[src/rtl/ext_bus_arb.sv]
// ext_bus_arb: fixed-priority arbiter for the shared tri-state external bus.
// Inserts a driver-free turnaround between owners, supports per-requester
// lock with optional anti-starvation preemption, and drives the keeper enable.
module ext_bus_arb #(
  parameter int unsigned NREQ     = 3,
  parameter int unsigned TURN     = 1,
  parameter int unsigned MAX_HOLD = 0
) (
  input  logic                                     clk,
  input  logic                                     rst_n,
  input  logic [NREQ-1:0]                          req,
  input  logic [NREQ-1:0]                          lock,
  input  logic [NREQ-1:0]                          wr,
  output logic [NREQ-1:0]                          grant,
  output logic [NREQ-1:0]                          drv_en,
  output logic                                     keep_en,
  output logic [((NREQ > 1) ? $clog2(NREQ) : 1)-1:0] owner,
  output logic                                     busy
);

  localparam int unsigned OW       = (NREQ > 1) ? $clog2(NREQ) : 1;
  localparam int unsigned TW       = 4;
  localparam int unsigned HW       = 16;
  localparam logic [TW-1:0] TURN_INIT = TW'(TURN - 1);
  localparam bit            HOLD_EN   = (MAX_HOLD != 0);
  localparam logic [HW-1:0] HOLD_LIM  = HOLD_EN ? HW'(MAX_HOLD - 1) : '0;
  localparam logic [HW-1:0] HOLD_SAT  = '1;

  typedef enum logic [1:0] {
    S_IDLE = 2'd0,
    S_OWN  = 2'd1,
    S_TURN = 2'd2
  } state_t;

  state_t          state, state_nxt;
  logic [NREQ-1:0] grant_nxt;
  logic [OW-1:0]   owner_nxt;
  logic            busy_nxt;
  logic [TW-1:0]   tcnt, tcnt_nxt;
  logic [HW-1:0]   hcnt, hcnt_nxt;

  logic            any_req;
  logic [OW-1:0]   win;
  logic [NREQ-1:0] win_oh;
  logic            hi_pend;
  logic            own_req;
  logic            own_lock;

  // Winner is the highest-index active request; also flag any request above the owner
  always_comb begin
    any_req  = |req;
    win      = '0;
    hi_pend  = 1'b0;
    own_req  = 1'b0;
    own_lock = 1'b0;
    for (int i = 0; i < int'(NREQ); i++) begin
      if (req[i]) begin
        win = OW'(i);
        if (i > int'(owner)) hi_pend = 1'b1;
      end
      if (OW'(i) == owner) begin
        own_req  = req[i];
        own_lock = lock[i];
      end
    end
    win_oh = NREQ'(1) << win;
  end

  // State and output registers
  always_ff @(posedge clk or negedge rst_n) begin
    if (!rst_n) begin
      state <= S_IDLE;
      grant <= '0;
      owner <= '0;
      busy  <= 1'b0;
      tcnt  <= '0;
      hcnt  <= '0;
    end else begin
      state <= state_nxt;
      grant <= grant_nxt;
      owner <= owner_nxt;
      busy  <= busy_nxt;
      tcnt  <= tcnt_nxt;
      hcnt  <= hcnt_nxt;
    end
  end

  // Next-state: grant, release/preempt into turnaround, re-arbitrate after it
  always_comb begin
    state_nxt = state;
    grant_nxt = grant;
    owner_nxt = owner;
    tcnt_nxt  = tcnt;
    hcnt_nxt  = hcnt;
    unique case (state)
      S_IDLE: begin
        grant_nxt = '0;
        if (any_req) begin
          state_nxt = S_OWN;
          grant_nxt = win_oh;
          owner_nxt = win;
          hcnt_nxt  = '0;
        end
      end
      S_OWN: begin
        if (!own_req
            || (hi_pend && !own_lock)
            || (hi_pend && HOLD_EN && (hcnt == HOLD_LIM))) begin
          state_nxt = S_TURN;
          grant_nxt = '0;
          tcnt_nxt  = TURN_INIT;
          hcnt_nxt  = '0;
        end else if (hi_pend) begin
          hcnt_nxt = (hcnt == HOLD_SAT) ? hcnt : hcnt + HW'(1);
        end else begin
          hcnt_nxt = '0;
        end
      end
      S_TURN: begin
        grant_nxt = '0;
        if (tcnt == '0) begin
          if (any_req) begin
            state_nxt = S_OWN;
            grant_nxt = win_oh;
            owner_nxt = win;
            hcnt_nxt  = '0;
          end else begin
            state_nxt = S_IDLE;
          end
        end else begin
          tcnt_nxt = tcnt - TW'(1);
        end
      end
      default: begin
        state_nxt = S_IDLE;
        grant_nxt = '0;
      end
    endcase
    busy_nxt = (state_nxt != S_IDLE);
  end

  // Tri-state enables follow wr in the same cycle; keeper holds when undriven
  assign drv_en  = grant & wr;
  assign keep_en = ~|drv_en;

endmodule

[config.mk]
export PLATFORM = sky130hd
export DESIGN_NAME = ext_bus_arb
export DESIGN_NICKNAME = d
export VERILOG_FILES = /design/src/rtl/ext_bus_arb.sv
export SDC_FILE = /design/constraint.sdc
export NUM_CORES = 1
export LEC_CHECK = 0
export CAP_MARGIN = 20
export CORE_ASPECT_RATIO = 1.1
export CORE_UTILIZATION = 44
export CTS_CLUSTER_SIZE = 14
export DETAILED_ROUTE_END_ITERATION = 8
export PLACE_DENSITY = 0.79
export REMOVE_ABC_BUFFERS = 1
export SLEW_MARGIN = 10
export SYNTH_ARGS = -nofsm -noshare
export SYNTH_HDL_FRONTEND = slang
export SYNTH_SLANG_ARGS = --single-unit
[constraint.sdc]
create_clock -name clk -period 1.92 [get_ports clk]
set_input_delay 0.288 -clock clk [delete_from_list [all_inputs] [get_ports clk]]
set_output_delay 0.288 -clock clk [all_outputs]
set_load 0.01 [all_outputs]
==> impl_metrics.py, run 1 <==
metrics = {
    "run_status": {
        "status": "completed",
    },
    "pwr": {
        "power_mw": 1.34,
        "switching_share": 0.396,
        "peakVddDrop_mv": 0.872,
        "comb_power_share": 0.543,
        "p_int_mw": 0.808,
        "p_seq_frac": 0.341,
        "power.net_switching_mw": 0.530,
        "powerDensity_mw_per_mm2": 1460,
        "clock_power_share": 0.116,
        "p_leak_nw": 0.410,
    },
    "critical_path": {
        "worstSetupEndpointType": "flip-flop",
        "cp_max_fo": 8,
        "arrival_ns": 1.94,
        "cp-startpoint": "tcnt[0]",
        "regToRegEndpoint": "owner[1]",
        "critPathKind": "reg2reg",
        "reg2reg_setup_slack_ns": 0.14,
        "reg2reg_depth": 6,
        "rr_startpoint": "tcnt[0]",
        "critical_path_required_ns": 2.09,
        "startpoint_type": "flip-flop",
    },
    "placement": {
        "dpl-instance-area_um2": 888,
        "dpl.hpwl_um": 1110,
        "port_buffers": 19,
        "pre_cts_ws_ns": 0.0714,
        "place_congestion": 0.686,
        "dp.cells": 101,
    },
    "grt": {
        "grt_pass1_vias": 600,
        "grt_max_degree": 13,
        "grt_pass1_wl_um": 2390,
        "grt_use_total": 0.213,
        "grt_overflow": 0,
        "antenna_found_initial": 0,
    },
    "clock_network": {
        "cts_hold_buf": 0,
        "clockBufferDepth": 2,
        "cts_tree": "yes",
        "clock_sinks": 12,
        "cts_setup_buffers": 0,
        "root_buffer": "clkbuf_4",
        "clkTransAtPathRegs_ns": 0.07,
        "h-tree-depth": 1,
        "numCtsBuffers": 3,
        "clock_latency_ns": 0.27,
    },
    "finish": {
        "multi_input_area_um2": 344,
        "final_cells": 104,
        "diodes": 0,
        "drive_gt1_frac": 0.125,
        "fillers": 125,
        "final_nets": 103,
        "final_common_cell": "clkdlybuf4s50_1",
        "area_delta_synth_final_pct": 37.7,
        "regArea_um2": 300,
        "mostFrequentLayoutCells": "18 x clkdlybuf4s50_1, 12 x dfrtp_1, 7 x nand2_1",
        "final_util": 0.660,
        "stdcell_area_um2": 913,
    },
    "synth": {
        "synth_simple_gate_area_share": 0.194,
        "synth_top_family_by_area": "compound AO/OA/AOI/OAI gates",
        "synth_ff_type": "dfrtp_1",
        "post_synth.cell_area_avg_um2": 10.4,
        "synth-xor-area-share": 0.0264,
        "yosysUniqueCellTypes": 32,
        "syn_inst": 64,
        "synth_adder_area_share": 0.0377,
        "ys_warn_count": 0,
        "synth_area_um2": 663,
        "synth_compound_area_frac": 0.245,
        "synth_mux_area_frac": 0.0151,
        "synth-edff-count": 0,
        "async_flop_share": 1.00,
        "yosys_register_bits": 12,
        "ys_seq_area_frac": 0.453,
    },
    "floorplan": {
        "die_y_um": 42.7,
        "fp.dieArea_mm2": 0.00167,
        "core_mm2": 0.00138,
        "num_io_pins": 21,
        "initial_utilization": 0.479,
        "fp.dieW_um": 39.0,
        "rows": 14,
    },
    "timing": {
        "setup_slack_ns": 0.144,
        "hold_ws_ns": 0.374,
        "worstMarginPinSlew_ns": 0.564,
        "final.setup.tns_ns": 0,
        "finalHoldViolCount": 0,
        "skew_ns": 0.00115,
        "setup_viol": 0,
        "finalMaxSlewViolations": 0,
        "max_freq_ghz": 0.563,
        "rsz0062_at_grt": "false",
        "post-route-period-util": 0.925,
        "finalCriticalPeriod_ns": 1.78,
        "slew_headroom": 0.623,
    },
    "hold_path": {
        "holdCritPathClass": "in2async",
    },
    "routing": {
        "ant_nets": 0,
        "remaining_drc_errors": 0,
        "via_per_inst": 5.52,
        "vias": 574,
        "firstDrtPassIters": 4,
        "drt-total-wl_um": 1470,
        "wl_per_cell_um": 14.2,
        "initialDrtViolationCount": 9,
    },
    "run": {
        "maxCapViolCount": 0,
    },
}
==> cell families (layout without fill, tap and decap cells) <==
group           count (synthesis)  count (layout)
fa+ha+maj                       2               2
flops                          12              12
compound gates                 18              18
mux                             1               1
xor+xnor                        2               2
buf+inv                         5              29
simple gates                   24              24
==> what timing repair did <==
action | in CTS | in global routing
endpoints found under the setup margin | 0 | 1
resized for setup | 0 | 1
endpoints found under the hold margin | 0 | 0
==> worst max path at each step <==
stage	to	slack, ns	cells after the start
global placement	keep_en	0.09	4
global route	owner[1]	0.04	6
finish	owner[1]	0.14	6
floorplan	owner[1]	0.30	6
CTS	keep_en	0.04	3
detailed placement	keep_en	0.07	4
==> synthesized netlist by cell type (all sizes together), types with 2 or more instances <==
library cell  instances  area (um2)
and2                  3        18.8
a21o                  2        16.3
xnor2                 2        17.5
nor2                  5        18.8
nand2                 7        26.3
o21ai                 2        10.0
a21oi                 3        26.3
ha                    2        25.0
o22ai                 2        18.8
a22o                  2        17.5
dfrtp                12         300
inv                   5        18.8
nor3                  2        10.0
==> final cells by class <==
cell class                      count  area share
Inverter                            5      0.0205
Timing Repair Buffer               21       0.227
Tap cell                           16      0.0219
Multi-Input combinational cell     47       0.377
Sequential cell                    12       0.329
Clock buffer                        3      0.0247
==> layer usage <==
layer / vias to the layer above / global-route usage / part of all wire
met5: - / 0 / 0
met4: 0 / 0.145 / 0.029
met3: 5 / 0.0471 / 0.037
met2: 17 / 0.353 / 0.51
met1: 272 / 0.230 / 0.42
li1: 280 / - / -
==> power by group through the flow <==
stage | registers [mW] | logic (mW) | clock network, mW
final | 0.456 | 0.727 | 0.155
after global routing | 0.471 | 0.795 | 0.170
after CTS | 0.457 | 0.735 | 0.158
after detailed placement | 0.461 | 0.731 | 0
after global placement | 0.456 | 0.704 | 0
after floorplan | 0.469 | 0.463 | 0
==> state kept, by name, indices dropped and copies added, names as in the netlist <==
register	cells
tcnt	4
busy	1
grant	3
owner	2
state	2
==> critical path, stage by stage, from the launching register on <==
cell and delay (ns):
dfrtp_1 0.38, inv_1 0.13, ha_1 0.19, or3b_4 0.43, a21oi_4 0.26, o21ai_1 0.10, a22o_1 0.18
No activity file was read; power rests on OpenSTA's default activity.
==> run 2: changes to the inputs <==
--- a/config.mk
+++ b/config.mk
@@ -5,6 +5,7 @@
 export SDC_FILE = /design/constraint.sdc
 export NUM_CORES = 1
 export LEC_CHECK = 0
+export ABC_CLOCK_PERIOD_IN_PS = 1920
 export CAP_MARGIN = 20
 export CORE_ASPECT_RATIO = 1.1
 export CORE_UTILIZATION = 44
==> results of run 2 <==
Final layout, timing and power as in run 1 (identical DEF).
